$ cat config.mk
export PLATFORM = sky130hd
export DESIGN_NAME = div_sequencer_flat
export DESIGN_NICKNAME = d
export VERILOG_FILES = /design/src/rtl/rv_m_pkg.sv /design/src/rtl/div_sequencer_if.sv /design/src/rtl/div_step.sv /design/src/rtl/div_sequencer.sv /design/src/flat_wrapper.sv
export SDC_FILE = /design/constraint.sdc
export NUM_CORES = 1
export LEC_CHECK = 0
export ABC_AREA = 0
export CAP_MARGIN = 20
export CORE_MARGIN = 1.5
export CORE_UTILIZATION = 35
export CTS_CLUSTER_SIZE = 8
export DETAILED_ROUTE_END_ITERATION = 8
export HOLD_SLACK_MARGIN = 0.06
export PLACE_DENSITY = 0.65
export SYNTH_ARGS = -nofsm -noshare
export SYNTH_HDL_FRONTEND = slang
export SYNTH_SLANG_ARGS = --single-unit
$ cat constraint.sdc
create_clock -name clk -period 3.3 [get_ports clk]
set_clock_uncertainty 0.15 [all_clocks]
set_input_delay 0.495 -clock clk [delete_from_list [all_inputs] [get_ports clk]]
set_output_delay 0.495 -clock clk [all_outputs]
set_load 0.01 [all_outputs]
$ cat src/rtl/rv_m_pkg.sv
// Shared RV32 M-extension definitions: funct3/funct7 encodings and the
// divider sequencing state type.
package rv_m_pkg;

   localparam logic [2:0] F3_DIV  = 3'b100;
   localparam logic [2:0] F3_DIVU = 3'b101;
   localparam logic [2:0] F3_REM  = 3'b110;
   localparam logic [2:0] F3_REMU = 3'b111;

   localparam logic [6:0] F7_MEXT = 7'b0000001;

   typedef enum logic [1:0] {
      IDLE = 2'd0,
      CALC = 2'd1,
      FIX  = 2'd2,
      DONE = 2'd3
   } div_state_t;

endpackage

$ cat src/rtl/div_sequencer_if.sv
// Execute-stage <-> divider handshake. The core side (master) drives the
// request and operands; the divider (slave) returns the stall, done and result.
interface div_sequencer_if;
   logic        StartE;
   logic        FlushE;
   logic [2:0]  funct3;
   logic [31:0] SrcAE;
   logic [31:0] SrcBE;
   logic        StallDivE;
   logic        DoneE;
   logic [31:0] ResultE;

   modport master (
      output StartE, FlushE, funct3, SrcAE, SrcBE,
      input  StallDivE, DoneE, ResultE
   );

   modport slave (
      input  StartE, FlushE, funct3, SrcAE, SrcBE,
      output StallDivE, DoneE, ResultE
   );
endinterface

$ cat src/rtl/div_step.sv
// One radix-2 restoring division iteration: shift {R,Q} left by one, try to
// subtract the divisor from the partial remainder, keep it if non-negative.
module div_step (
   input  logic [31:0] rIn,
   input  logic [31:0] qIn,
   input  logic [31:0] bIn,
   output logic [31:0] rOut,
   output logic [31:0] qOut
);

   logic [32:0] shifted;
   logic [32:0] trial;

   // Partial remainder stays below the divisor, so the shifted value fits in
   // 33 bits and trial[32] is a reliable sign bit for the subtraction.
   always_comb begin
      shifted = {rIn, qIn[31]};
      trial   = shifted - {1'b0, bIn};
      if (!trial[32]) begin
         rOut = trial[31:0];
         qOut = {qIn[30:0], 1'b1};
      end else begin
         rOut = shifted[31:0];
         qOut = {qIn[30:0], 1'b0};
      end
   end

endmodule

$ cat src/rtl/div_sequencer.sv
// Iterative 32-bit DIV/DIVU/REM/REMU for the Execute stage. Works on operand
// magnitudes, runs 32 restoring steps, then fixes up signs and presents the
// selected result for exactly one cycle while the stall drops.
module div_sequencer
   import rv_m_pkg::*;
(
   input  logic               clk,
   input  logic               reset,
   div_sequencer_if.slave     bus
);

   div_state_t  state, stateNext;
   logic [4:0]  count;
   logic [31:0] qReg, rReg, bReg;
   logic        qNeg, rNeg, selRem;
   logic [31:0] resultReg;

   logic        isSigned, aNeg, bNeg;
   logic [31:0] absA, absB;
   logic        divZero, sgnOvf, special, startGo;
   logic [31:0] stepR, stepQ;
   logic [31:0] qFix, rFix;

   // Operand decode at start: magnitudes, sign flags and the two special cases.
   // funct3[2] is always set for divide-class ops; requiring it keeps a stray
   // MUL encoding from ever launching a divide.
   always_comb begin
      isSigned = ~bus.funct3[0];
      aNeg     = isSigned & bus.SrcAE[31];
      bNeg     = isSigned & bus.SrcBE[31];
      absA     = aNeg ? -bus.SrcAE : bus.SrcAE;
      absB     = bNeg ? -bus.SrcBE : bus.SrcBE;
      divZero  = (bus.SrcBE == 32'h0);
      sgnOvf   = isSigned & (bus.SrcAE == 32'h8000_0000) & (bus.SrcBE == 32'hFFFF_FFFF);
      special  = divZero | sgnOvf;
      startGo  = (state == IDLE) & bus.StartE & ~bus.FlushE & bus.funct3[2];
   end

   div_step uStep (
      .rIn  (rReg),
      .qIn  (qReg),
      .bIn  (bReg),
      .rOut (stepR),
      .qOut (stepQ)
   );

   // Sign fix-up applied in FIX; inputs are the unsigned quotient/remainder.
   always_comb begin
      qFix = qNeg ? -qReg : qReg;
      rFix = rNeg ? -rReg : rReg;
   end

   // Next-state logic; flush overrides every transition including DONE->IDLE.
   always_comb begin
      stateNext = state;
      unique case (state)
         IDLE: if (startGo) stateNext = special ? DONE : CALC;
         CALC: if (count == 5'd31) stateNext = FIX;
         FIX:  stateNext = DONE;
         DONE: stateNext = IDLE;
         default: stateNext = IDLE;
      endcase
      if (bus.FlushE) stateNext = IDLE;
   end

   // State register.
   always_ff @(posedge clk) begin
      if (reset) state <= IDLE;
      else       state <= stateNext;
   end

   // Datapath: latch at start, iterate in CALC, fix signs and capture result in FIX.
   always_ff @(posedge clk) begin
      if (reset) begin
         count     <= 5'd0;
         qReg      <= 32'h0;
         rReg      <= 32'h0;
         bReg      <= 32'h0;
         qNeg      <= 1'b0;
         rNeg      <= 1'b0;
         selRem    <= 1'b0;
         resultReg <= 32'h0;
      end else begin
         unique case (state)
            IDLE: if (startGo) begin
               selRem <= bus.funct3[1];
               qNeg   <= aNeg ^ bNeg;
               rNeg   <= aNeg;
               bReg   <= absB;
               count  <= 5'd0;
               if (divZero) begin
                  qReg      <= 32'hFFFF_FFFF;
                  rReg      <= bus.SrcAE;
                  resultReg <= bus.funct3[1] ? bus.SrcAE : 32'hFFFF_FFFF;
               end else if (sgnOvf) begin
                  qReg      <= 32'h8000_0000;
                  rReg      <= 32'h0;
                  resultReg <= bus.funct3[1] ? 32'h0 : 32'h8000_0000;
               end else begin
                  qReg <= absA;
                  rReg <= 32'h0;
               end
            end
            CALC: if (!bus.FlushE) begin
               qReg  <= stepQ;
               rReg  <= stepR;
               count <= count + 5'd1;
            end
            FIX: if (!bus.FlushE) begin
               qReg      <= qFix;
               rReg      <= rFix;
               resultReg <= selRem ? rFix : qFix;
            end
            default: ;
         endcase
      end
   end

   assign bus.DoneE     = (state == DONE);
   assign bus.ResultE   = resultReg;
   assign bus.StallDivE = ~reset & (startGo | (state == CALC) | (state == FIX));

endmodule

$ cat src/flat_wrapper.sv
// flat-port wrapper written by rule: the top's interface ports become plain ports
module div_sequencer_flat import rv_m_pkg::*;
  (clk, reset, bus_StartE, bus_FlushE, bus_funct3, bus_SrcAE, bus_SrcBE, bus_StallDivE, bus_DoneE, bus_ResultE);
  div_sequencer_if bus_i ();
  input  logic clk;
  input  logic reset;
  input wire logic [$bits(bus_i.StartE)-1:0] bus_StartE;
  input wire logic [$bits(bus_i.FlushE)-1:0] bus_FlushE;
  input wire logic [$bits(bus_i.funct3)-1:0] bus_funct3;
  input wire logic [$bits(bus_i.SrcAE)-1:0] bus_SrcAE;
  input wire logic [$bits(bus_i.SrcBE)-1:0] bus_SrcBE;
  output wire logic [$bits(bus_i.StallDivE)-1:0] bus_StallDivE;
  output wire logic [$bits(bus_i.DoneE)-1:0] bus_DoneE;
  output wire logic [$bits(bus_i.ResultE)-1:0] bus_ResultE;
  assign bus_i.StartE = bus_StartE;
  assign bus_i.FlushE = bus_FlushE;
  assign bus_i.funct3 = bus_funct3;
  assign bus_i.SrcAE = bus_SrcAE;
  assign bus_i.SrcBE = bus_SrcBE;
  assign bus_StallDivE = bus_i.StallDivE;
  assign bus_DoneE = bus_i.DoneE;
  assign bus_ResultE = bus_i.ResultE;
  div_sequencer u_core (.clk(clk), .reset(reset), .bus(bus_i));
endmodule
# After elaboration in Yosys (flattened, before gate mapping)
# Cells that the tools add are included.
# Widths: inputs -> output; s select.
totals:
  regBits: 138
  inputBits: 71
  word_cells: 84
op_classes:
  addsub: 6
  eq_ne: 11
  mux: 32
  bitwise_logic: 15
  reduce_logical: 11
op_table:
  columns: ["operator", "count"]
  rows:
  - ["$mux 32", 21]
  - ["$pmux 32 s3", 2]
  - ["$neg 32->32", 4]
  - ["$eq 32x32->1 const B", 2]
  - ["$pmux 32 s2", 1]
  - ["$sub 33x32->33", 1]
  - ["$logic_not 32->1", 1]
  - ["$mux 5", 2]
  - ["$pmux 5 s2", 1]
  - ["$and 1x1->1", 8]
  - ["$pmux 2 s4", 1]
  - ["$reduce_and 4->1", 2]
  - ["$mux 2", 3]
  - ["$add 5x1->5 const B", 1]
  - ["$eq 5x5->1 const B", 1]
  - ["$eq 2x2->1 const B", 2]
  - ["$ne 2x1->1 const B", 2]
  - ["$ne 2x2->1 const B", 2]
  - ["$reduce_and 2->1", 2]
  - ["$reduce_bool 2->1", 2]
  - ["$ne 3x1->1 const B", 1]
  - ["$not 1->1", 3]
  - ["$or 1x1->1", 3]
  - ["$reduce_and 3->1", 1]
  - ["6 further kinds", 6]

# Longest topological paths before layout
# Gate-level depths: netlist of the first run.
logic_depth:
  depth_word: 7
  mapped_depth: 14

# Cells and area by module
# Synthesis of the first run repeated with hierarchy kept, for this count alone.
unflattened:
  hier_cells: 1672
  hier_area_um2: 12558.3
modules_own_cells:
  columns: ["mod", "n_inst", "cells_each", "area_each_um2"]
  rows:
  - ["div_sequencer", 1, 1336, 9967.1]
  - ["div_step", 1, 336, 2591.2]

# Least setup slack after synthesis of the first run
# No wires, ideal clock.
synth_timing:
  path_type: "input -> register"
  startpoint: "input bus_SrcAE[2]"
  endpoint: "register u_core.resultReg[0], in the netlist u_core.bus.ResultE[0]"
  arrival_time_ps: 3056
  setup_slack_ps: -37
  cell_stages: 12
  n_path_buf: 3
  cell_sequence: "clkbuf_1 -> nor4_2 -> and2_1 -> and3_1 -> buf_4 -> nand3_2 -> nor4_2 -> o21ai_2 -> a221o_1 -> clkbuf_1 -> a211oi_1 -> nor3_1"
synth_between:
  elab_chain_cells: 5
synth_rtl:
  columns: ["element", "line_no", "text"]
  rows:
  - ["start, declared", "flat_wrapper.sv:10", "input wire logic [$bits(bus_i.SrcAE)-1:0] bus_SrcAE;"]
  - ["$eq 32x32->1", "div_sequencer.sv:34", "sgnOvf = isSigned & (bus.SrcAE == 32'h8000_0000) & (bus.SrcBE == 32'hFFFF_FFFF);"]
  - ["$and 1x1->1 (2 in series)", "div_sequencer.sv:34", null]
  - ["$ne 3x1->1 (no source line)", null, null]
  - ["$reduce_and 4->1 (no source line)", null, null]
  - ["end signal, assigned", "div_sequencer.sv:94", "resultReg <= bus.funct3[1] ? bus.SrcAE : 32'hFFFF_FFFF;"]
  - ["end signal, assigned", "div_sequencer.sv:98", "resultReg <= bus.funct3[1] ? 32'h0 : 32'h8000_0000;"]
  - ["end signal, assigned", "div_sequencer.sv:112", "resultReg <= selRem ? rFix : qFix;"]
  - ["end, declared", "div_sequencer.sv:16", "logic [31:0] resultReg;"]
# No other way between the ends.
# A chain may end at the register's enable or synchronous reset.

# Worst setup path in the final report of the first run
layout_timing:
  startpoint: "register u_core.qReg[7]"
  endpoint: "register u_core.qReg[31]"
layout_between:
  elab_chain_cells: 4
layout_rtl:
  columns: ["element", "line_no", "text"]
  rows:
  - ["start, declared", "div_sequencer.sv:14", "logic [31:0] qReg, rReg, bReg;"]
  - ["start signal, assigned", "div_sequencer.sv:100", "qReg <= absA;"]
  - ["start signal, assigned", "div_sequencer.sv:105", "qReg <= stepQ;"]
  - ["start signal, assigned", "div_sequencer.sv:110", "qReg <= qFix;"]
  - ["$neg 32->32", "div_sequencer.sv:49", "qFix = qNeg ? -qReg : qReg;"]
  - ["$mux 32", "div_sequencer.sv:49", null]
  - ["$mux 32", "div_sequencer.sv:109", "FIX: if (!bus.FlushE) begin"]
  - ["$pmux 32 s3", "div_sequencer.sv:84", "unique case (state)"]
# No other way between the ends. The select of a mux whose other input is x is not followed.

==> results of run 1 <==
==> worst max-delay path by stage <==
stage,cells after the start,end,start,slack (ns)
floorplan,14,u_core.rReg[2],u_core.qReg[31],0.05
global placement,10,u_core.qReg[31],bus_SrcBE[4],-1.12
detailed placement,11,u_core.qReg[31],bus_SrcBE[4],-0.63
CTS,9,u_core.qReg[31],u_core.qReg[7],-0.05
global route,14,u_core.rReg[3],u_core.bReg[27],-0.10
finish,9,u_core.qReg[31],u_core.qReg[7],-0.01
==> what timing repair did <==
action,in CTS,in global routing
hold buffers,0,0
pin swaps,11,19
setup buffers,12,8
cloned,1,2
setup endpoints to repair,27,67
resized for setup,17,60
==> flip-flops by register name (all words and copies together) (netlist names) <==
register / flops
u_core.rReg: 32
u_core.selRem: 1
u_core.count: 5
u_core.state: 2
u_core.rNeg: 1
u_core.bus.ResultE: 32
u_core.qReg: 32
u_core.bReg: 32
u_core.qNeg: 1
==> final cells by class <==
type                    count  area (um^2)
clock buffers              20        456.7
clock inverters            12        116.4
fillers                  3261        16990
inverters                  64        240.2
multi-input cells        1296         8743
flip-flops and latches    138         2771
well taps                 448        560.5
repair buffers            427         3572
==> worst max-delay path, stage by stage, from the launching register on <==
cell	delay, ns
dfxtp_2	0.32
or4_4	0.53
or4_4	0.51
or3_4	0.41
nand2b_4	0.17
o41ai_4	0.29
xnor2_2	0.17
a221oi_2	0.10
a2111oi_2	0.37
buf_2	0.21
==> cells in the final DEF, fill, tap and decap left out, drive strengths merged, types with 9 or more instances in the layout <==
| cell type | n |
|---|---|
| buf | 322 |
| or4 | 18 |
| a221oi | 22 |
| nor4 | 25 |
| a311oi | 23 |
| or3 | 23 |
| nor2b | 9 |
| a31oi | 21 |
| nand2 | 135 |
| o21ai | 128 |
| o21a | 17 |
| o211ai | 31 |
| ha | 43 |
| xnor2 | 82 |
| mux2i | 21 |
| inv | 66 |
| clkbuf | 22 |
| nor2 | 164 |
| a21oi | 141 |
| a22o | 11 |
| nand3 | 25 |
| o41ai | 14 |
| nor3 | 50 |
| nand2b | 18 |
| o31ai | 35 |
| a211oi | 46 |
| nand4 | 15 |
| dfxtp | 138 |
| clkdlybuf4s50 | 103 |
| o221ai | 9 |
| xor2 | 58 |
| a21o | 11 |
==> cells in the mapped netlist (5+ instances only) <==
cell type	n	area share
nor2_1	164	0.052
a21oi_1	141	0.060
dfxtp_1	138	0.23
nand2_1	135	0.043
o21ai_0	127	0.054
clkbuf_1	105	0.033
xnor2_1	82	0.061
inv_1	63	0.020
xor2_1	58	0.043
nor3_1	49	0.021
a211oi_1	46	0.029
ha_1	43	0.045
o31ai_1	34	0.022
o211ai_1	31	0.020
nand3_1	24	0.010
a311oi_1	23	0.017
or3_1	23	0.012
nor4_1	22	0.012
a221oi_1	21	0.016
a31oi_1	21	0.011
mux2i_1	21	0.018
nand2b_1	18	0.0095
o21a_1	17	0.011
nand4_1	15	0.0079
or4_1	15	0.0095
o41ai_1	12	0.0089
a21o_1	11	0.0070
a22o_1	11	0.0081
buf_1	9	0.0029
nor2b_1	9	0.0048
o221ai_1	9	0.0067
buf_2	8	0.0034
a2111oi_0	7	0.0052
a22oi_1	7	0.0044
and3_1	7	0.0037
o21bai_1	7	0.0044
o221a_2	7	0.0067
o22ai_1	7	0.0037
o311ai_0	7	0.0052
a221o_1	6	0.0051
and2_1	5	0.0026
==> per-layer routing <==
layer  up-vias  global-route usage  routed length [um]
li1       6667                   -                   -
met1      6720              0.3237               19340
met2       704              0.4406               22290
met3       155             0.04597                3770
met4         0              0.1210                2274
met5         -                   0                   0
==> logic make-up (layout without fill, tap and decap cells) <==
| kind of cell | after synthesis | after routing | share of synthesized area |
|---|---|---|---|
| xor+xnor | 140 | 140 | 0.1036 |
| simple gates | 514 | 514 | 0.2097 |
| mux | 25 | 25 | 0.02156 |
| buf+inv | 189 | 523 | 0.06173 |
| fa+ha+maj | 44 | 44 | 0.04714 |
| flops | 138 | 138 | 0.2334 |
| compound gates | 573 | 573 | 0.3229 |
==> power by group through the flow <==
| stage | clock, mW | combinational, mW | sequential (mW) |
|---|---|---|---|
| finish | 1.94 | 2.29 | 1.80 |
| CTS | 1.95 | 2.13 | 1.80 |
| global placement | 0 | 1.99 | 1.84 |
| detailed placement | 0 | 2.01 | 1.84 |
| global route | 2.03 | 2.47 | 1.81 |
| floorplan | 0 | 1.15 | 1.83 |
==> stage by stage <==
step	std cells	setup TNS [ns]	util	total power [mW]
final	2405	-0.01927	0.4921	6.033
after CTS	2394	-0.1220	0.4789	5.878
after global routing	2405	-1.669	0.4921	6.308
after detailed placement	2349	-17.84	0.4564	3.847
after floorplan	1623	0	-	2.984
after global placement	2348	-14.54	0.4562	3.827
==> flow_summary.toml, run 1 <==
[sta]
setup-violations-final = 3
worst_pin_slew_ns = 0.9050
post-route-min-period_ns = 3.311
slew_headroom = 0.3967
rsz0062_at_grt = "true"
max_freq_mhz = 302.0
hold_viol = 0
slew_violations = 0
finalWorstSetupSlack_ns = -0.01125
fin_crit_sh = 1.003
hold_slack_ns = 0.3068

[clock_tree]
cts_sinks = 138
clk_latency_ns = 0.45
htreeDepth = 4
cts_buffer_depth = 2
numCtsBuffers = 17
cts.clk_slew.worst_paths_ns = 0.07
clockRootBuffer = "clkbuf_16"
tritoncts = "built"

[drt]
drc = 0
dr.first_iter.drc_count = 1604
num_vias = 14246
vias_per_cell = 5.923
routedWlPerCell_um = 19.82
dr.pass1.iters = 5
drt-total-wl_um = 47670
antenna_left = 0

[power_and_ir_drop]
p_comb_frac = 0.380
p_clk_frac = 0.321
intPower_mw = 3.911
seqPwrFrac = 0.299
p_sw_frac = 0.3517
leakage_nw = 6.296
power_switching_mw = 2.122
p_per_area_nw_per_um2 = 366.5
ir_drop_uv = 401.9

[global_routing]
grt_pass1_wl_um = 73060
grt_use_total = 0.2614
gr-total-overflow = 0
grt_pass1_vias = 13685
grt_max_degree = 74
antenna_found_initial = 0

[yosys]
synth-edff-count = 0
netlist_instances = 1623
ys_types = 73
ys_warn_count = 0
netlist_area_um2 = 11840
synthesis.nets = 1738
ys.flop_type = "dfxtp_1"
async_flop_share = 0
ys_seq_area_frac = 0.2334
synth-seq-cells = 138
synth.avg_cell_area_um2 = 7.294

[finish]
drive_gt1_frac = 0.2238
antenna_cells = 0
design_area_um2 = 16460
nets = 2059
synthToLayoutAreaGrowth_pct = 39.06

[placement]
dp_slack_ns = -0.6289
hpwlAfterDp_um = 34580
place_congestion = 0.9553
place_area_um2 = 15260
port_buffers = 104

[worst_setup_path]
crit_path_end_kind = "flop"
reg2reg_from = "u_core.qReg[7]"
rr_endpoint = "u_core.qReg[31]"
reg2reg_slack_ns = -0.01
worstPathRequired_ns = 3.54
ff2ff_path_depth = 9
start_kind = "flop"
critPathKind = "reg -> reg"
cp_max_fo = 3
crit_arrival_ns = 3.55

[floorplanning]
fp.dieW_um = 186.9
core-area_um2 = 33450
dieArea_um2 = 34930
start_util = 0.3539
rows = 67
die_y_um = 186.9
ios = 105

[min_path]
hp-start = "u_core.bus.ResultE[21]"
min_path_cells = 2
hold_path_end = "u_core.bus.ResultE[21]"
hp-class = "reg -> reg"

[status]
violations = "negative setup slack"
status = "finished with violations"

[flow_run]
cap_violations = 0
Note: power is estimated with default switching activity, not from simulation.
==> run 2, diff against run 1 <==
HOLD_SLACK_MARGIN = not set   (was 0.06)
==> results of run 2 <==
Same layout as run 1: the final DEF is identical, and so are final timing and power.
